[src/rtl/matmul_operand_sequencer.sv]
// matmul_operand_sequencer: buffers 3x3 operands W and X and streams them into the 3x3 MAC array.
// Define MATSEQ_TRANSPOSE_EN to add the x_transpose input, which streams X^T instead of X.
module matmul_operand_sequencer #(
   parameter int DATA_W = 4,
   parameter int SETTLE = 2
) (
   input  logic              clk,
   input  logic              clear,
   input  logic              wr_en,
   input  logic              wr_sel,
   input  logic [3:0]        wr_addr,
   input  logic [DATA_W-1:0] wr_data,
   input  logic              start,
`ifdef MATSEQ_TRANSPOSE_EN
   input  logic              x_transpose,
`endif
   output logic              wr_err,
   output logic              busy,
   output logic              done,
   output logic [DATA_W-1:0] data_w1,
   output logic [DATA_W-1:0] data_w2,
   output logic [DATA_W-1:0] data_w3,
   output logic [DATA_W-1:0] data_x1,
   output logic [DATA_W-1:0] data_x2,
   output logic [DATA_W-1:0] data_x3,
   output logic              mac_load,
   output logic              mac_clear
);
   localparam logic [2:0] IDLE = 3'd0, CLR = 3'd1, STREAM = 3'd2, SETL = 3'd3, DONE = 3'd4;
   localparam logic [3:0] SET_LAST = 4'(SETTLE - 1);
   logic [2:0] state, ns;
   logic [1:0] k, nk;
   logic [3:0] cnt, ncnt;
   logic [DATA_W-1:0] w [3][3];
   logic [DATA_W-1:0] x [3][3];
   logic [DATA_W-1:0] nx1, nx2, nx3;
   logic [1:0] wr_row, wr_col;
   logic wr_ok;
`ifdef MATSEQ_TRANSPOSE_EN
   logic tr;
`endif
   always_comb begin
      wr_row = wr_addr >= 4'd6 ? 2'd2 : wr_addr >= 4'd3 ? 2'd1 : 2'd0;
      wr_col = 2'(wr_addr - 4'(wr_row) * 4'd3);
      wr_ok = wr_en && state == IDLE && wr_addr <= 4'd8;
      ns = state;
      nk = k;
      ncnt = cnt;
      case (state)
         IDLE:    ns = start ? CLR : IDLE;
         CLR:     begin ns = STREAM; nk = 2'd0; end
         STREAM:  begin
            ns = k == 2'd2 ? (SETTLE == 0 ? DONE : SETL) : STREAM;
            nk = k == 2'd2 ? k : k + 2'd1;
            ncnt = 4'd0;
         end
         SETL:    begin
            ns = cnt == SET_LAST ? DONE : SETL;
            ncnt = cnt + 4'd1;
         end
         default: ns = IDLE;
      endcase
`ifdef MATSEQ_TRANSPOSE_EN
      nx1 = tr ? x[0][nk] : x[nk][0];
      nx2 = tr ? x[1][nk] : x[nk][1];
      nx3 = tr ? x[2][nk] : x[nk][2];
`else
      nx1 = x[nk][0];
      nx2 = x[nk][1];
      nx3 = x[nk][2];
`endif
   end
   // Outputs are registered from the next state so they line up with the state they describe.
   always_ff @(posedge clk) begin
      if (clear) begin
         state <= IDLE;
         k <= 2'd0;
         cnt <= 4'd0;
         w <= '{default: '0};
         x <= '{default: '0};
         wr_err <= 1'b0;
         busy <= 1'b0;
         done <= 1'b0;
         mac_load <= 1'b0;
         mac_clear <= 1'b0;
         {data_w1, data_w2, data_w3, data_x1, data_x2, data_x3} <= '0;
`ifdef MATSEQ_TRANSPOSE_EN
         tr <= 1'b0;
`endif
      end else begin
         state <= ns;
         k <= nk;
         cnt <= ncnt;
         if (wr_ok && wr_sel) x[wr_row][wr_col] <= wr_data;
         if (wr_ok && !wr_sel) w[wr_row][wr_col] <= wr_data;
         wr_err <= wr_en && !wr_ok;
         busy <= ns != IDLE;
         done <= ns == DONE;
         mac_load <= ns == STREAM;
         mac_clear <= ns == CLR;
         data_w1 <= ns == STREAM ? w[0][nk] : '0;
         data_w2 <= ns == STREAM ? w[1][nk] : '0;
         data_w3 <= ns == STREAM ? w[2][nk] : '0;
         data_x1 <= ns == STREAM ? nx1 : '0;
         data_x2 <= ns == STREAM ? nx2 : '0;
         data_x3 <= ns == STREAM ? nx3 : '0;
`ifdef MATSEQ_TRANSPOSE_EN
         if (state == IDLE && start) tr <= x_transpose;
`endif
      end
   end
endmodule
[config.mk]
export PLATFORM = sky130hd
export DESIGN_NAME = matmul_operand_sequencer
export DESIGN_NICKNAME = d
export VERILOG_FILES = /design/src/rtl/matmul_operand_sequencer.sv
export SDC_FILE = /design/constraint.sdc
export NUM_CORES = 1
export LEC_CHECK = 0
export ABC_AREA = 0
export BUFFER_PORTS_ARGS = -buffer_cell sky130_fd_sc_hd__buf_2
export CAP_MARGIN = 0
export CORE_ASPECT_RATIO = 1.4
export CORE_MARGIN = 4
export CORE_UTILIZATION = 50
export DETAILED_ROUTE_END_ITERATION = 12
export GPL_TIMING_DRIVEN = 0
export PLACE_DENSITY = 0.71
export SYNTH_ARGS = -nofsm -noshare
export SYNTH_HDL_FRONTEND = slang
export SYNTH_SLANG_ARGS = --single-unit
[constraint.sdc]
create_clock -name clk -period 2.2 [get_ports clk]
set_input_delay 0.22 -clock clk [delete_from_list [all_inputs] [get_ports clk]]
set_output_delay 0.22 -clock clk [all_outputs]
set_load 0.1 [all_outputs]
# Yosys cells after proc, flatten, opt, wreduce, memory -nomap -nowiden
# Cells that the tools add are included.
# word_totals
ff_bits	110
in_bits	13
output_inout_bits	29
elab_cells	96
# classes
add_sub_neg	3
mul	1
order_cmp	8
eq_ne	8
muxes	27
bitwise	4
n_reduce_logical	13
# op_table
op	n
bitwise mux 36 bit	2
2-to-1 mux 12 bit	3
2-to-1 mux 4 bit	7
binary-select mux 12 bit (select 2 bit)	1
binary-select mux 4 bit (select 2 bit)	3
demux 12 bit (select 2 bit)	1
case mux 3 bit (4 select lines)	1
== test 3 x 2 -> 1 bit, second input constant	3
>= comparator 3 bit, second input constant	3
inverter 2 -> 3 bit	3
demux 4 bit (select 2 bit)	1
case mux 4 bit (2 select lines)	1
logical AND 1 bit	7
== test 3 x 1 -> 1 bit, second input constant	2
< comparator 3 x 1 -> 1 bit, second input constant	2
adder 4 x 1 -> 4 bit, second input constant	1
== test 4 x 1 -> 1 bit, second input constant	1
>= comparator 4 x 2 -> 1 bit, second input constant	1
>= comparator 4 x 3 -> 1 bit, second input constant	1
<= comparator 4 bit, second input constant	1
2-to-1 mux 2 bit	2
case mux 2 bit (2 select lines)	1
== test 3 bit, second input constant	1
logical NOT 3 bit	1
other kinds (11)	14

# Logic depth before layout (Yosys ltp)
# Gate-level depths: netlist of run 1.
# depth
depth_word	13
mapped_depth	11

# Worst setup path after synthesis of run 1
# Ideal clock, no wire load.
# synth_timing
kind	input to register
start	in wr_addr[1]
end	reg w[24] in the netlist's numbering
setup_time_ns	0.132
arrival_time_ns	2.321
required_time_ns	2.068
path_slack_ns	-0.253
cell_stages	10
path_cell_list	buf_2 nand2b_1 a21oi_1 ha_1 ha_1 xnor2_1 and2_1 clkbuf_1 nand4b_1 mux2i_1
# synth_via
elab_chain_len	13
# synth_rtl
item	line	source
from (decl)	11	input logic [3:0] wr_addr,
>= comparator 4 x 2 -> 1 bit	43	wr_row = wr_addr >= 4'd6 ? 2'd2 : wr_addr >= 4'd3 ? 2'd1 : 2'd0;
2-to-1 mux 1 bit	43	
2-to-1 mux 2 bit	43	
multiplier 2 x 1 -> 2 bit	44	wr_col = 2'(wr_addr - 4'(wr_row) * 4'd3);
subtractor 2 bit	44	
inverter 2 -> 3 bit (implied by the code)	95	if (wr_ok && !wr_sel) w[wr_row][wr_col] <= wr_data;
>= comparator 3 bit (implied by the code) or < comparator 3 x 1 -> 1 bit (tied branches)	95	
logical AND 1 bit (implied by the code)	95	
2-to-1 mux 4 bit (implied by the code)	95	
demux 4 bit (select 2 bit)	95	
2-to-1 mux 12 bit (implied by the code)	95	
demux 12 bit (select 2 bit)	95	
bitwise mux 36 bit	95	
to (signal, indexed assignment)	95	
to (decl)	34	logic [DATA_W-1:0] w [3][3];
# Parallel ways exist; a longest one is shown, timed or not.
# A chain may end at the register's enable or synchronous reset.

# Worst setup path after layout of run 1
# layout_timing
start	in wr_addr[1]
end	reg x[25] in the netlist's numbering
# layout_via
elab_chain_len	13
# layout_rtl
item	line	source
>= comparator 4 x 2 -> 1 bit	43	
2-to-1 mux 1 bit	43	
2-to-1 mux 2 bit	43	
multiplier 2 x 1 -> 2 bit	44	
subtractor 2 bit	44	
inverter 2 -> 3 bit (implied by the code)	94	if (wr_ok && wr_sel) x[wr_row][wr_col] <= wr_data;
>= comparator 3 bit (implied by the code) or < comparator 3 x 1 -> 1 bit (tied branches)	94	
logical AND 1 bit (implied by the code)	94	
2-to-1 mux 4 bit (implied by the code)	94	
demux 4 bit (select 2 bit)	94	
2-to-1 mux 12 bit (implied by the code)	94	
demux 12 bit (select 2 bit)	94	
bitwise mux 36 bit	94	
to (signal, indexed assignment)	94	
to (decl)	35	logic [DATA_W-1:0] x [3][3];
# Parallel ways exist; a longest one is shown, timed or not.

==> impl_metrics.tcl, run 1 <==
set metrics [dict create \
    synth_flop_cell "dfxtp_1" \
    grt_remaining_overflow 0 \
    postRouteAntennaNets 0 \
    fill_cells 792 \
    max_freq_ghz 0.471 \
    dp_worst_setup_slack_ps -574 \
    arrival_ps 2330 \
    powerDensity_nw_per_um2 749 \
    use_met2_pct 38.6 \
    tritoncts "yes" \
    use_met1_pct 25.3 \
    grt_start_max_net_pins 18 \
    row_count 42 \
    hold_path.class "in2reg" \
    slew_violations 0 \
    hold_depth 2 \
    drc 0 \
    synth-seq-cells 110 \
    numCtsBuffers 9 \
    fin_crit_ps 2120 \
    place_hpwl_um 8060 \
    synth_cells 477 \
    ioPinCount 42 \
    die_y_um 124 \
    slew-limit-headroom_pct 54.6 \
    hold_path_end "wr_err" \
    final.setup.worst_slack_ps 77.2 \
    final_util_pct 61.3 \
    synth_nets 497 \
    worstPathCellList "buf_2 -> buf_8 -> nand2b_4 -> a21oi_4 -> ha_4 -> inv_1 -> ha_2 -> nor2_1 -> xnor3_1 -> buf_6 -> nand4b_1 -> buf_4 -> mux2i_1" \
    area.sequential_um2 2200 \
    grtUsageTotal_pct 21.0 \
    fin_crit_sh_pct 96.5 \
    htreeDepth 3 \
    routed_wl_um 11800 \
    clk_pin_slew_ps 70 \
    status "finished, final reports clean" \
    final_nets 568 \
    cp_data_required_time_ps 2410 \
    finalSetupTns_ps 0 \
    p_leak_nw 2.71 \
    rrSetupSlack_ps 80 \
    use_met3_pct 3.14 \
    setup_viol 0 \
    min_from "wr_en" \
    start_util_pct 50.9 \
    synthArstFlopShare_pct 0 \
    num_vias 3696 \
    skew_ps 8.06 \
    rr_worst_depth 8 \
    initialDrtViolationCount 194 \
    syn-mean-instance-area_um2 10.0 \
    insertion_delay_ps 350 \
    vias_per_cell 5.58 \
    dieWidth_um 90.7 \
    syn_area_um2 4780 \
    syn_to_final_growth_pct 20.5 \
    grt_pass1_wl_um 18400 \
    reg2reg_to "data_w1[3]" \
    cts_root_buffer "clkbuf_16" \
    critPathKind "in2reg" \
    yosysSeqAreaShare_pct 46.0 \
    multi_input_area_um2 2510 \
    ctsHoldBuffers 0 \
    antenna_found_initial 0 \
    finalHoldViolations 0 \
    crit_fanout 10 \
    worst_pin_slew_ps 672 \
    clk_path_buf_depth 2 \
    antenna_cells 0 \
    core_area_um2 9410 \
    drive_gt1_share_pct 21.2 \
    gp_congestion 0.820 \
    design.die.area_um2 11200 \
    cap_violations 0 \
    synth_warnings 0 \
    ys_types 42 \
    synth_edf_count 0 \
    cp-start-kind "input pin" \
    cts.sinks 110 \
    slowest_delay_ps 300 \
    grt_pass1_vias 3566 \
    cp-end-kind "register" \
    crit_path_top_delay_cell "xnor3_1" \
    ir_drop_v 0.000485 \
    timing.rr.start "k[0]" \
    post_drt_wl_per_cell_um 17.8 \
    drt-pass1-iter-count 5 \
    portBuffers 40 \
    busiest_layer "met2" \
]
## state kept, by name, summed over array words and instances (netlist names), 2 cells and up
name,cells
w,36
x,36
cnt,4
data_w1,4
data_w2,4
data_w3,4
data_x1,4
data_x2,4
data_x3,4
state,3
k,2
## synth_stat cells, drive strengths merged, types with 3 or more instances
cell / number / share of area (%)
a211oi: 4 / 1.2
ha: 7 / 1.8
mux2i: 92 / 19
nand3b: 3 / 0.47
nand2b: 76 / 9.9
dfxtp: 110 / 46
nor3b: 5 / 0.78
inv: 5 / 0.39
and2: 5 / 0.65
nand4: 13 / 1.7
clkbuf: 19 / 1.5
nand4b: 3 / 0.55
o21ai: 7 / 0.73
nand3: 6 / 0.63
nand2: 30 / 2.4
o22ai: 24 / 3.1
nor3: 4 / 0.65
a21oi: 11 / 1.2
nor2: 12 / 1.1
buf: 19 / 1.9
## final cells by class
class | instances | share of cell area [%]
Multi-Input combinational cell | 324 | 43.6
Sequential cell | 110 | 38.2
Timing Repair Buffer | 62 | 6.40
Clock buffer | 10 | 4.15
Buffer | 36 | 3.45
Tap cell | 110 | 2.39
Clock inverter | 5 | 1.43
Inverter | 5 | 0.326
## metrics by stage
| step | instance area (um2) | power (mW) | hold slack (ps) | cells |
|---|---|---|---|---|
| 2_1_floorplan | 4840 | 2.41 | 370 | 477 |
| 3_3_place_gp | 5170 | 2.52 | 460 | 627 |
| 3_5_place_dp | 5170 | 2.54 | 463 | 627 |
| 4_1_cts | 5610 | 4.29 | 147 | 655 |
| 5_1_grt | 5760 | 4.44 | 175 | 662 |
| 6_report | 5760 | 4.32 | 154 | 662 |
## layout by cell type, fill, tap and decap left out, drive strengths merged, types with 4 or more instances in the layout
master	netlist	layout
a21oi	11	11
nor3b	5	5
nand2b	76	76
nand3	6	6
and2	5	5
inv	5	6
o22ai	24	24
dfxtp	110	110
nand2	30	30
ha	7	7
a211oi	4	4
o21ai	7	7
buf	19	77
nor3	4	4
mux2i	92	92
nor2	12	12
clkbuf	19	31
nand4	13	13
## kinds of logic after synthesis
| kind of cell | after synthesis | share of synthesized area (%) |
|---|---|---|
| and+or+nand+nor | 173 | 21.6 |
| DFF | 110 | 46.0 |
| muxes | 92 | 19.2 |
| AOI/OAI and AO/OA | 50 | 6.90 |
| buffers and inverters | 43 | 3.74 |
| adders and majority gates | 7 | 1.83 |
| xor gates and xnor gates | 2 | 0.654 |
## report_power, final
part / leakage [nW] / internal [mW] / total, mW / switching [mW]
clock network: 0.159 / 1.03 / 1.77 / 0.745
registers: 0.888 / 2.01 / 2.02 / 0.0115
logic: 1.66 / 0.192 / 0.523 / 0.331
## critical path, delay by kind of cell
kind                       cells  cell delay, ps
and+or+nand+nor                3             450
adders and majority gates      2             460
muxes                          1             110
AOI/OAI and AO/OA              1              70
xor gates and xnor gates       1             300
buffers and inverters          5             700
## metal layers
layer | vias to the layer above | routed length, um | share of wire [%]
met5 | - | 0 | 0
met1 | 1801 | 5070 | 43
li1 | 1804 | - | -
met2 | 70 | 6130 | 52
met3 | 21 | 378 | 3.2
met4 | 0 | 206 | 1.7
## timing repair
item                                    4_1_cts  5_1_grt
endpoints found under the hold margin         0        0
buffers inserted                             13        9
pin swaps                                     5        2
endpoints found under the setup margin       74       71
resized for setup                             4       27
## how the worst max path moves through the flow
stage	from	end	slack (ps)	cells after the start
floorplan	wr_addr[1]	w[4]	-0.5	11
finish	wr_addr[1]	x[25]	80	13
CTS	k[1]	data_x1[2]	-70	8
detailed placement	wr_addr[1]	x[6]	-570	12
global route	wr_addr[1]	x[24]	-6	13
global placement	wr_addr[1]	x[4]	-500	12
(Power assumes the default switching activity.)
==> run 2: changes to the inputs <==
BUFFER_PORTS_ARGS = -buffer_cell sky130_fd_sc_hd__buf_4   (was -buffer_cell sky130_fd_sc_hd__buf_2)
==> run 2 against run 1 <==
Against the previous run: design area rose by 0.69%; critical path depth fell by 4; combinational power barely moved; non-clock buffer count fell by 6; via count fell by 0.97%; clock power barely moved; clock skew fell by 0.72 ps; hold slack improved by 3.6 ps; flip-flop and latch count did not move; sequential power barely moved; critical path type is now reg2reg; largest cell class unchanged.
==> impl_metrics.tcl, run 2 (synthesis results as in run 1) <==
set metrics [dict create \
    cp-end-kind "register" \
    die_y_um 124 \
    antenna_found_initial 0 \
    power_mw 4.30 \
    dieWidth_um 90.7 \
    start_util_pct 50.9 \
    grt_pass1_wl_um 18700 \
    slew_violations 0 \
    critPathKind "reg2reg" \
    reg_top3 "w x36, x x36" \
    antenna_cells 0 \
    initialDrtViolationCount 180 \
    design.die.area_um2 11200 \
    final_cell_mix "dfxtp_1 (110), mux2i_1 (92), nand2b_1 (75)" \
    core_area_um2 9410 \
    layout_commonest_cell "dfxtp_1" \
    gp_congestion 0.825 \
    final_nets 562 \
    drc 0 \
    row_count 42 \
    cap_violations 0 \
    worst_pin_slew_ps 679 \
    grtUsageTotal_pct 21.4 \
    cts_root_buffer "clkbuf_16" \
    stdcell_count 657 \
    tritoncts "yes" \
    clk_pin_slew_ps 70 \
    hold_ws_ps 158 \
    cp_data_required_time_ps 2460 \
    setup_viol 0 \
    routed_wl_um 11700 \
    rrSetupSlack_ps 50 \
    syn_to_final_growth_pct 21.3 \
    status "finished, final reports clean" \
    powerDensity_nw_per_um2 741 \
    numCtsBuffers 9 \
    finalHoldViolations 0 \
    vias_per_cell 5.57 \
    ioPinCount 42 \
    grt_pass1_vias 3650 \
    drt-pass1-iter-count 4 \
    cp-start-kind "register" \
    num_vias 3660 \
    portBuffers 40 \
    dp_cells 627 \
    max_freq_ghz 0.465 \
    postRouteAntennaNets 0 \
    finalSetupTns_ps 0 \
    fin_crit_sh_pct 97.7 \
    hold_path_end "w[11]" \
    arrival_ps 2400 \
    grt_start_max_net_pins 18 \
    hold_depth 3 \
    ir_drop_v 0.000474 \
    clk_path_buf_depth 2 \
    reg2reg_to "data_w2[3]" \
    slew-limit-headroom_pct 54.1 \
    rr_worst_depth 9 \
    htreeDepth 3 \
    p_leak_nw 2.69 \
    cts.sinks 110 \
    skew_ps 7.34 \
    min_from "wr_data[3]" \
    post_drt_wl_per_cell_um 17.9 \
    grt_remaining_overflow 0 \
    hold_path.class "in2reg" \
    fin_crit_ps 2150 \
    ctsHoldBuffers 0 \
    drive_gt1_share_pct 19.6 \
    crit_fanout 10 \
    timing.rr.start "k[0]" \
    place_hpwl_um 8180 \
    final_util_pct 61.7 \
    insertion_delay_ps 350 \
]
==> run 2: cell types whose count changed in the layout (fill, tap and decap cells not counted), moves of 2 or more <==
cell,change
buf_2,-40
buf_4,+33
clkbuf_2,+3
clkbuf_4,-2
==> run 2: how the worst max path moves through the flow <==
stage / end / startpoint / slack [ps]
3_3_place_gp: x[4] / wr_addr[1] / -480
6_report: data_w2[3] / k[0] / 50
5_1_grt: data_w3[3] / k[1] / -30
4_1_cts: w[24] / wr_addr[1] / 4
2_1_floorplan: w[4] / wr_addr[1] / -0.5
3_5_place_dp: x[6] / wr_addr[1] / -520
==> run 2: power breakdown <==
part	leakage, nW	internal, mW	switching (mW)	total, mW
Sequential	0.887	2.01	0.0125	2.03
Clock	0.161	1.03	0.717	1.75
Combinational	1.65	0.193	0.330	0.523
Total	2.69	3.24	1.06	4.30
==> run 2: layout make-up <==
cell class,count,area [um2]
buffer,36,191
clock buffer,11,243
clock inverter,5,81.3
fill,800,3600
inverter,5,18.8
multi-input combinational,324,2510
sequential,110,2200
tap,110,138
timing repair buffer,56,424
==> run 2: layer usage <==
layer  routed length, um  GRT usage, %  share of wire [%]  vias to the layer above
li1                    -             -                  -                     1789
met1                4900          25.2                 42                     1786
met2                6150          39.5                 52                       66
met3                 463          3.02                3.9                       19
met4                 227          8.14                1.9                        0
met5                   0             0                  0                        -
==> run 2: critical path: stages, from the launching register on <==
cell and delay (ps):
dfxtp_1 360, inv_1 80, ha_1 280, nor4bb_1 150, a211oi_1 240, clkbuf_4 290, nand2b_1 80, clkbuf_2 180
buf_4 220, o22ai_1 180
==> run 2: timing repair <==
action,in CTS,in global routing
buffers inserted,12,4
resized for setup,10,11
hold endpoints to repair,0,0
pin swaps,4,3
endpoints found under the setup margin,73,83
==> run 2: per-stage QoR <==
| step | instance area, um2 | setup WS, ps |
|---|---|---|
| floorplan | 4840 | -0.523 |
| global placement | 5280 | -480 |
| detailed placement | 5280 | -524 |
| CTS | 5730 | 4.35 |
| global route | 5800 | -33.6 |
| finish | 5800 | 51.0 |
